## src/rtl/digit_uart_tx.sv

```systemverilog
// Renders a latched 4-nibble digit word as ASCII hex characters on a UART 8N1 line.
// Optional macro DIGIT_TX_CRLF_EN appends CR, LF after the four digits.
module digit_uart_tx #(
  parameter int CLK_DIV = 868
) (
  input  logic       clk,
  input  logic       rst,
  input  logic [3:0] i_tx_data1,
  input  logic [3:0] i_tx_data2,
  input  logic [3:0] i_tx_data3,
  input  logic [3:0] i_tx_data4,
  input  logic       i_tx_valid,
  output logic       o_tx_busy,
  output logic       o_tx_done,
  output logic       o_uart_tx
);
  localparam int BW = $clog2(CLK_DIV);
  localparam logic [BW-1:0] BAUD_MAX = BW'(CLK_DIV - 1);
  localparam logic [BW-1:0] BAUD_PRE = BW'(CLK_DIV - 2);
`ifdef DIGIT_TX_CRLF_EN
  localparam logic [2:0] LAST_CHR = 3'd5;
`else
  localparam logic [2:0] LAST_CHR = 3'd3;
`endif

  typedef enum logic [1:0] {IDLE, START, DATA, STOP} state_t;

  state_t          state_q, state_d;
  logic [BW-1:0]   baud_q, baud_d;
  logic [2:0]      bit_q, bit_d;
  logic [2:0]      chr_q, chr_d;
  logic [15:0]     data_q, data_d;
  logic            tx_q, tx_d;
  logic            busy_q, busy_d;
  logic            done_q, done_d;
  logic [7:0]      cur_char;

  function automatic logic [7:0] hex_ascii(input logic [3:0] n);
    return (n < 4'd10) ? 8'h30 + {4'h0, n} : 8'h37 + {4'h0, n};
  endfunction

  always_comb begin
    cur_char = 8'h00;
    case (chr_q)
      3'd0:    cur_char = hex_ascii(data_q[15:12]);
      3'd1:    cur_char = hex_ascii(data_q[11:8]);
      3'd2:    cur_char = hex_ascii(data_q[7:4]);
      3'd3:    cur_char = hex_ascii(data_q[3:0]);
`ifdef DIGIT_TX_CRLF_EN
      3'd4:    cur_char = 8'h0D;
      3'd5:    cur_char = 8'h0A;
`endif
      default: cur_char = 8'h00;
    endcase
  end

  // tx_d is the line level for the next cycle, so o_uart_tx stays registered
  // and the start bit lands in the first cycle after acceptance.
  always_comb begin
    state_d = state_q;
    baud_d  = baud_q;
    bit_d   = bit_q;
    chr_d   = chr_q;
    data_d  = data_q;
    tx_d    = tx_q;
    busy_d  = busy_q;
    done_d  = 1'b0;
    if (state_q != IDLE)
      baud_d = (baud_q == BAUD_MAX) ? '0 : baud_q + BW'(1);
    case (state_q)
      IDLE: begin
        tx_d = 1'b1;
        if (i_tx_valid) begin
          data_d  = {i_tx_data1, i_tx_data2, i_tx_data3, i_tx_data4};
          state_d = START;
          baud_d  = '0;
          chr_d   = 3'd0;
          busy_d  = 1'b1;
          tx_d    = 1'b0;
        end
      end
      START: if (baud_q == BAUD_MAX) begin
        state_d = DATA;
        bit_d   = 3'd0;
        tx_d    = cur_char[0];
      end
      DATA: if (baud_q == BAUD_MAX) begin
        if (bit_q == 3'd7) begin
          state_d = STOP;
          tx_d    = 1'b1;
        end else begin
          bit_d = bit_q + 3'd1;
          tx_d  = cur_char[bit_q + 3'd1];
        end
      end
      STOP: begin
        done_d = (chr_q == LAST_CHR) && (baud_q == BAUD_PRE);
        if (baud_q == BAUD_MAX) begin
          if (chr_q == LAST_CHR) begin
            state_d = IDLE;
            busy_d  = 1'b0;
          end else begin
            state_d = START;
            chr_d   = chr_q + 3'd1;
            tx_d    = 1'b0;
          end
        end
      end
      default: state_d = IDLE;
    endcase
  end

  always_ff @(posedge clk) begin
    if (rst) begin
      state_q <= IDLE;
      baud_q  <= '0;
      bit_q   <= 3'd0;
      chr_q   <= 3'd0;
      data_q  <= 16'h0;
      tx_q    <= 1'b1;
      busy_q  <= 1'b0;
      done_q  <= 1'b0;
    end else begin
      state_q <= state_d;
      baud_q  <= baud_d;
      bit_q   <= bit_d;
      chr_q   <= chr_d;
      data_q  <= data_d;
      tx_q    <= tx_d;
      busy_q  <= busy_d;
      done_q  <= done_d;
    end
  end

  assign o_uart_tx = tx_q;
  assign o_tx_busy = busy_q;
  assign o_tx_done = done_q;
endmodule

```

## config.mk

```make
export PLATFORM = sky130hd
export DESIGN_NAME = digit_uart_tx
export DESIGN_NICKNAME = d
export VERILOG_FILES = /design/src/rtl/digit_uart_tx.sv
export SDC_FILE = /design/constraint.sdc
export NUM_CORES = 1
export LEC_CHECK = 0
export ABC_AREA = 1
export BUFFER_PORTS_ARGS = -buffer_cell sky130_fd_sc_hd__clkbuf_2
export CAP_MARGIN = 20
export CORE_MARGIN = 3
export CORE_UTILIZATION = 35
export CTS_CLUSTER_SIZE = 10
export DETAILED_ROUTE_END_ITERATION = 6
export MAX_ROUTING_LAYER = met4
export RECOVER_POWER = 50
export SYNTH_ARGS = -nofsm -noshare
export SYNTH_HDL_FRONTEND = slang
export SYNTH_SLANG_ARGS = --single-unit
export TNS_END_PERCENT = 10
```

## constraint.sdc

```tcl
create_clock -name clk -period 2.9 [get_ports clk]
set_input_delay 0.29 -clock clk [delete_from_list [all_inputs] [get_ports clk]]
set_output_delay 0.29 -clock clk [all_outputs]
set_load 0.005 [all_outputs]
```

==> results.ini, run 1 <==
[route]
drt_iter0_markers = 93
firstDrtPassIters = 4
via_per_inst = 4.93
drtAntennaViolNets = 0
vias = 2281
wl_per_cell_um = 11.7
wl_um = 5420
drc = 0

[worst_setup_path]
worstSetupPathType = reg2reg
max_stage_delay_ns = 0.52
crit_required_ns = 3.13
crit_slowest_cell = nor2_1
cp.arrival_ns = 2.52
crit_path_end_kind = register
cp-start-kind = register
path_cells = inv_1 -> ha_1 -> inv_1 -> nor2_1 -> inv_1 -> o21ai_0 -> a21oi_1 -> nand2_1 -> o21ai_1 -> a21oi_1
crit_family = simple AND/OR/NAND/NOR gates
cpMostUsedCell = inv_1
path_buf_inv = 3
critPathMaxFanout = 10

[sta]
setup_tns_ns = 0
worst_pin_slew_ns = 0.909
fin_skew_ns = 0.00567
max_freq_mhz = 438
fin_crit_ns = 2.28
slew_viol_final = 0
final_hold_viol_count = 0
post-route-period-util_pct = 78.8
setup_viol = 0
relSlewSlack_pct = 39.3
rsz0062_at_grt = no

[synth]
ys_types = 32
ys_async_sr_fraction_pct = 0
synth_nets = 403
syn_avg_cell_area_sq_um = 6.48
syn_area_sq_um = 2380
synth_most_common_cell = nand2_1
synth-seq-cells = 37
synth-edff-count = 0
netlist_top_cells_count = nand2_1 (94), inv_1 (50), a21oi_1 (37), dfxtp_1 (37), nand3_1 (29)
ys_seq_area_share_pct = 31.1
ys.flop_type = dfxtp_1
yosysWarningCount = 0
syn_inst = 367
netlist.top_cell.by_area = dfxtp_1
yosysTopAreaCellShare_pct = 31.1
synth_area_leaders = dfxtp_1 (31%), nand2_1 (15%), ha_1 (8.9%), inv_1 (7.9%), a21oi_1 (7.8%)

[grt]
grt_start_max_net_pins = 34
grt_overflow = 0
use_met3_pct = 3.07
use_met1_pct = 20.7
grt_use_total_pct = 15.5
antenna_found_initial = 0
grt.met2_usage_pct = 23.9
grt_pass1_vias = 2087
busiest_layer = met2
grt_first_pass_wirelength_um = 9400

[finish]
synthToLayoutAreaGrowth_pct = 10.9
stdcell_area_sq_um = 2640
final_nets = 421
finalNonFillerCells = 463
fillers = 729
diodes = 0
drive_above_1_share_pct = 9.33

[pwr]
power.leakage_nw = 1.17
p_comb_share_pct = 36.7
max-vdd-ir-drop_uv = 233
switchingPower_mw = 0.736
power_mw = 1.85
p_seq_share_pct = 37.1
internal_power_mw = 1.11
switching_share_pct = 39.9
p_clk_share_pct = 26.2
cellPowerDensity_nw_per_um2 = 700

[place]
dp_hpwl_um = 3980
gp_congestion = 0.792
dp.cells = 455
port_buffers = 21
place_area_sq_um = 2540

[cts]
htreeDepth = 2
cts_tree = yes
postCtsResizedCells = 0
clkSinkCount = 37
clk_latency_ns = 0.30
path_clk_slew_ns = 0.08
clk_path_buf_depth = 2
post_cts_buffers = 0
hold_buffers = 0
numCtsBuffers = 5
clockRootBuffer = clkbuf_8

[die]
dieHeight_um = 88.5
row_count = 29
die_area_sq_um = 7830
die-width_um = 88.5
io_pins = 22
start_util_pct = 36.8
core_area_sq_um = 6460

[job]
drv_cap = 0

[hold_path]
hold_class = in2reg

[run_status]
outcome = finished, final reports clean

## per-stage QoR
stage,hold WS [ns],utilization [%],worst slack [ns]
2_1_floorplan,0.434,-,1.27
3_3_place_gp,0.443,39.3,0.970
3_5_place_dp,0.455,39.3,0.932
4_1_cts,0.269,41.1,0.917
5_1_grt,0.279,40.9,0.352
6_report,0.266,40.9,0.615
## per-layer routing
metal / up-vias / part of all wire (%)
li1: 1237 / -
met1: 1011 / 51
met2: 27 / 44
met3: 6 / 3.5
met4: 0 / 1.1
met5: - / 0
## path summary, 6_finish.rpt
kind,from,to,slack [ns],cells after the start
worst max-delay path,state_q[1],chr_q[0],0.62,10
worst min-delay path,i_tx_data2[1],data_q[9],0.27,3
worst max register to register,state_q[1],chr_q[0],0.62,10
worst min register to register,bit_q[2],bit_q[2],0.46,2
## power groups by stage
| stage | registers, mW | logic, mW | clock network, mW |
|---|---|---|---|
| floorplan | 0.672 | 0.566 | 0 |
| global placement | 0.693 | 0.684 | 0 |
| detailed placement | 0.696 | 0.692 | 0 |
| CTS | 0.685 | 0.697 | 0.496 |
| global route | 0.703 | 0.793 | 0.520 |
| finish | 0.685 | 0.679 | 0.484 |
## cell usage in the layout (no fill, tap or decap), drive strengths merged
cell type and count:
nand4 5, a221oi 4, o221ai 1, a31oi 1, nand3b 1, ha 17, nor2 32, o22ai 1
a211oi 6, xor2 2, nand3 30, or2 1, clkbuf 27, nor3 2, a21oi 38, clkinvlp 1
o21ai 29, nand2 95, inv 54, nor4 1, dfxtp 37, bufinv 1
## kinds of logic (layout without fill, tap and decap cells)
logic type / count (synthesis) / after routing / synth area share, %
simple gates: 167 / 167 / 30.3
compound gates: 80 / 80 / 18.5
buf+inv: 64 / 83 / 10.4
flops: 37 / 37 / 31.1
fa+ha+maj: 17 / 17 / 8.94
xor+xnor: 2 / 2 / 0.736
## registers in the layout (all words and copies together), names as in the netlist
name,count
data_q,16
state_q,2
baud_q,10
o_tx_busy,1
bit_q,3
o_tx_done,1
chr_q,3
o_uart_tx,1
## tightest hold or removal path, stage by stage
cell	delay, ns
clkbuf_2	0.07
o21ai_0	0.07
a21oi_1	0.10
## area by class of cell
cell class,instances,area (sq um),share of cell area (%)
timing repair buffer,21,103,3.89
sequential,37,741,28.1
multi-input combinational,266,1380,52.2
tap,77,96.3,3.65
clock inverter,2,37.5,1.42
inverter,54,203,7.68
clock buffer,6,82.6,3.13
Note: power is estimated with default switching activity, not from simulation.
==> run 2, diff against run 1 <==
Settings changed: ABC_AREA 1 to 0.
Clock period 2.9 ns to 2.1 ns, I/O delays scaled along.
==> results.ini, run 2 <==
[run_status]
outcome = finished, final reports clean

[sta]
setup_tns_ns = 0  ; unchanged
rsz0062_at_grt = no
max_freq_mhz = 504  ; +15%
worst_pin_slew_ns = 0.495  ; -0.414 ns
fin_skew_ns = 0.00523  ; -0.000439 ns
fin_crit_ns = 1.98  ; -0.301 ns
post-route-period-util_pct = 94.4  ; +16 points
slew_viol_final = 0  ; unchanged
relSlewSlack_pct = 67.0  ; +28 points
setup_viol = 0  ; unchanged
final_hold_viol_count = 0  ; unchanged

[die]
die-width_um = 89.6  ; +1.3%
io_pins = 22  ; unchanged
core_area_sq_um = 6570  ; +1.7%
start_util_pct = 37.3  ; +0.42 points
die_area_sq_um = 8030  ; +2.6%
dieHeight_um = 89.6  ; +1.3%
row_count = 29  ; unchanged

[synth]
synth_area_leaders = dfxtp_1 (30%), nand2_1 (9.0%), ha_1 (8.7%), a21oi_1 (7.4%), nor2_1 (3.8%)
synth-edff-count = 0  ; unchanged
yosysWarningCount = 0  ; unchanged
synth-seq-cells = 37  ; unchanged
ys_seq_area_share_pct = 30.3  ; -0.86 points
ys_async_sr_fraction_pct = 0  ; unchanged
syn_inst = 327  ; -11%
netlist.top_cell.by_area = dfxtp_1
syn_area_sq_um = 2450  ; +2.8%
ys_types = 52  ; +63%
synth_most_common_cell = nand2_1
yosysTopAreaCellShare_pct = 30.3  ; -0.86 points
syn_avg_cell_area_sq_um = 7.48  ; +15%
ys.flop_type = dfxtp_1
netlist_top_cells_count = nand2_1 (59), dfxtp_1 (37), a21oi_1 (36)
synth_nets = 363  ; -9.9%

[finish]
multi_input_area_sq_um = 1570  ; +14%
drive_above_1_share_pct = 14.8  ; +5.4 points
regMostFlops = data_q
diodes = 0  ; unchanged
largest_reg_flops = 16  ; unchanged
fillers = 688  ; -5.6%
layout_commonest_cell = nand2_1
final_cell_mix = nand2_1 (59), a21oi_1 (36), dfxtp_1 (36)
synthToLayoutAreaGrowth_pct = 14.9
utilization_pct = 42.8  ; +2.0 points
register_area_sq_um = 742  ; +0.17%
top_regs = data_q x16, baud_q x10
final_nets = 387  ; -8.1%

[pwr]
power.leakage_nw = 1.06  ; -8.9%
cellPowerDensity_nw_per_um2 = 929  ; +33%
power_mw = 2.61  ; +41%
max-vdd-ir-drop_uv = 335  ; +44%

[hold_path]
holdPathStages = 3  ; unchanged
hold_class = in2reg

[worst_setup_path]
cp.arrival_ns = 2.16  ; -0.36 ns
crit_path_end_kind = register
crit_required_ns = 2.28  ; -0.85 ns
crit_family = simple AND/OR/NAND/NOR gates
worstSetupPathType = reg2reg
max_stage_delay_ns = 0.38  ; -0.14 ns
rrSetupSlack_ns = 0.12  ; -0.50 ns
critPathMaxFanout = 4  ; -6
cp-start-kind = register
path_buf_inv = 1  ; -2
crit_slowest_cell = dfxtp_1
path_cells = inv_1 -> ha_1 -> or3b_2 -> mux2i_1 -> nor4_2 -> o21ai_0 -> a221oi_1 -> o31ai_1
path_depth = 8  ; -2
reg2regPathDepth = 8  ; -2

[cts]
path_clk_slew_ns = 0.08  ; about the same
cts_tree = yes
hold_buffers = 0  ; unchanged
htreeDepth = 2  ; unchanged
numCtsBuffers = 5  ; unchanged
clk_path_buf_depth = 2  ; unchanged
clk_latency_ns = 0.29  ; about the same
clockRootBuffer = clkbuf_8
clkSinkCount = 37  ; unchanged

[place]
gp_congestion = 0.886  ; +12%
dp_hpwl_um = 4230  ; +6.3%
port_buffers = 21  ; unchanged

[route]
via_per_inst = 5.21  ; +5.7%
drc = 0  ; unchanged
wl_um = 5720  ; +5.6%
drtAntennaViolNets = 0  ; unchanged
vias = 2317  ; +1.6%
firstDrtPassIters = 6  ; +2
drt_iter0_markers = 159  ; +71%
wl_per_cell_um = 12.9  ; +9.8%

[grt]
grt_use_total_pct = 15.5  ; about the same
grt_start_max_net_pins = 23  ; -32%
grt_first_pass_wirelength_um = 9610  ; +2.3%
grt_pass1_vias = 2051  ; -1.7%
grt_overflow = 0  ; unchanged
antenna_found_initial = 0  ; unchanged

[job]
drv_cap = 0  ; unchanged

[run 2: cell types whose count changed after synthesis, moves of 5 or more]
cell | before | now
a31oi_1 | 1 | 6
inv_1 | 50 | 20
mux2i_1 | 0 | 5
nand2_1 | 94 | 59
nand2b_1 | 0 | 5
nand3_1 | 29 | 8
nand3b_1 | 1 | 6
nor2b_1 | 0 | 10
o21ai_0 | 26 | 14
[run 2: metal layers]
layer	track usage [%]	vias up	share of wire [%]
met2	22.3	41	44
li1	-	1200	-
met5	-	-	0
met1	21.9	1070	51
met4	4.19	0	1.2
met3	3.10	6	3.7
[run 2: cell type report]
class	instances	area share (%)
Multi-Input combinational cell	256	55.8
Sequential cell	37	26.4
Timing Repair Buffer	31	6.23
Tap cell	93	4.14
Inverter	20	2.67
Clock buffer	5	2.45
Clock inverter	3	2.31
[run 2: worst reg2reg max path: stages (launching register included)]
cell and delay [ns]:
dfxtp_1 0.38, inv_1 0.08, ha_1 0.22, or3b_2 0.20
mux2i_1 0.08, nor4_2 0.38, o21ai_0 0.14, a221oi_1 0.28
o31ai_1 0.11
[run 2: metrics by stage]
| stage | setup slack (ns) | hold WS [ns] | area (sq um) | std cells |
|---|---|---|---|---|
| 6_report | 0.117 | 0.131 | 2810 | 445 |
| 5_1_grt | 0.00263 | 0.133 | 2810 | 445 |
| 3_3_place_gp | 0.171 | 0.435 | 2670 | 436 |
| 3_5_place_dp | 0.0244 | 0.436 | 2670 | 436 |
| 2_1_floorplan | 0.244 | 0.346 | 2450 | 327 |
| 4_1_cts | 0.0174 | 0.126 | 2810 | 444 |
[run 2: power by group]
part	switching [mW]	internal, mW	total, mW	leakage (nW)
Sequential	0.127	0.803	0.930	0.302
Clock	0.277	0.472	0.749	0.0681
Combinational	0.554	0.380	0.934	0.692
[run 2: what timing repair did]
action / CTS / global route
setup endpoints to repair: 0 / 1
gates resized for setup: 0 / 3
buffers inserted: 0 / 1
[run 2: path summary, 6_finish.rpt]
| check | start | endpoint |
|---|---|---|
| worst max-delay path | chr_q[1] | o_uart_tx |
| worst min register to register | bit_q[2] | bit_q[2] |
| worst min-delay path | i_tx_data1[1] | data_q[13] |
| worst max register to register | chr_q[1] | o_uart_tx |
[run 2: cell families after synthesis]
family | after synthesis | synth area share [%]
DFF | 37 | 30.3
adders and majority gates | 17 | 8.69
AOI/OAI and AO/OA | 87 | 21.8
buffers and inverters | 34 | 5.73
xor gates and xnor gates | 1 | 0.358
and+or+nand+nor | 145 | 30.6
muxes | 6 | 2.51
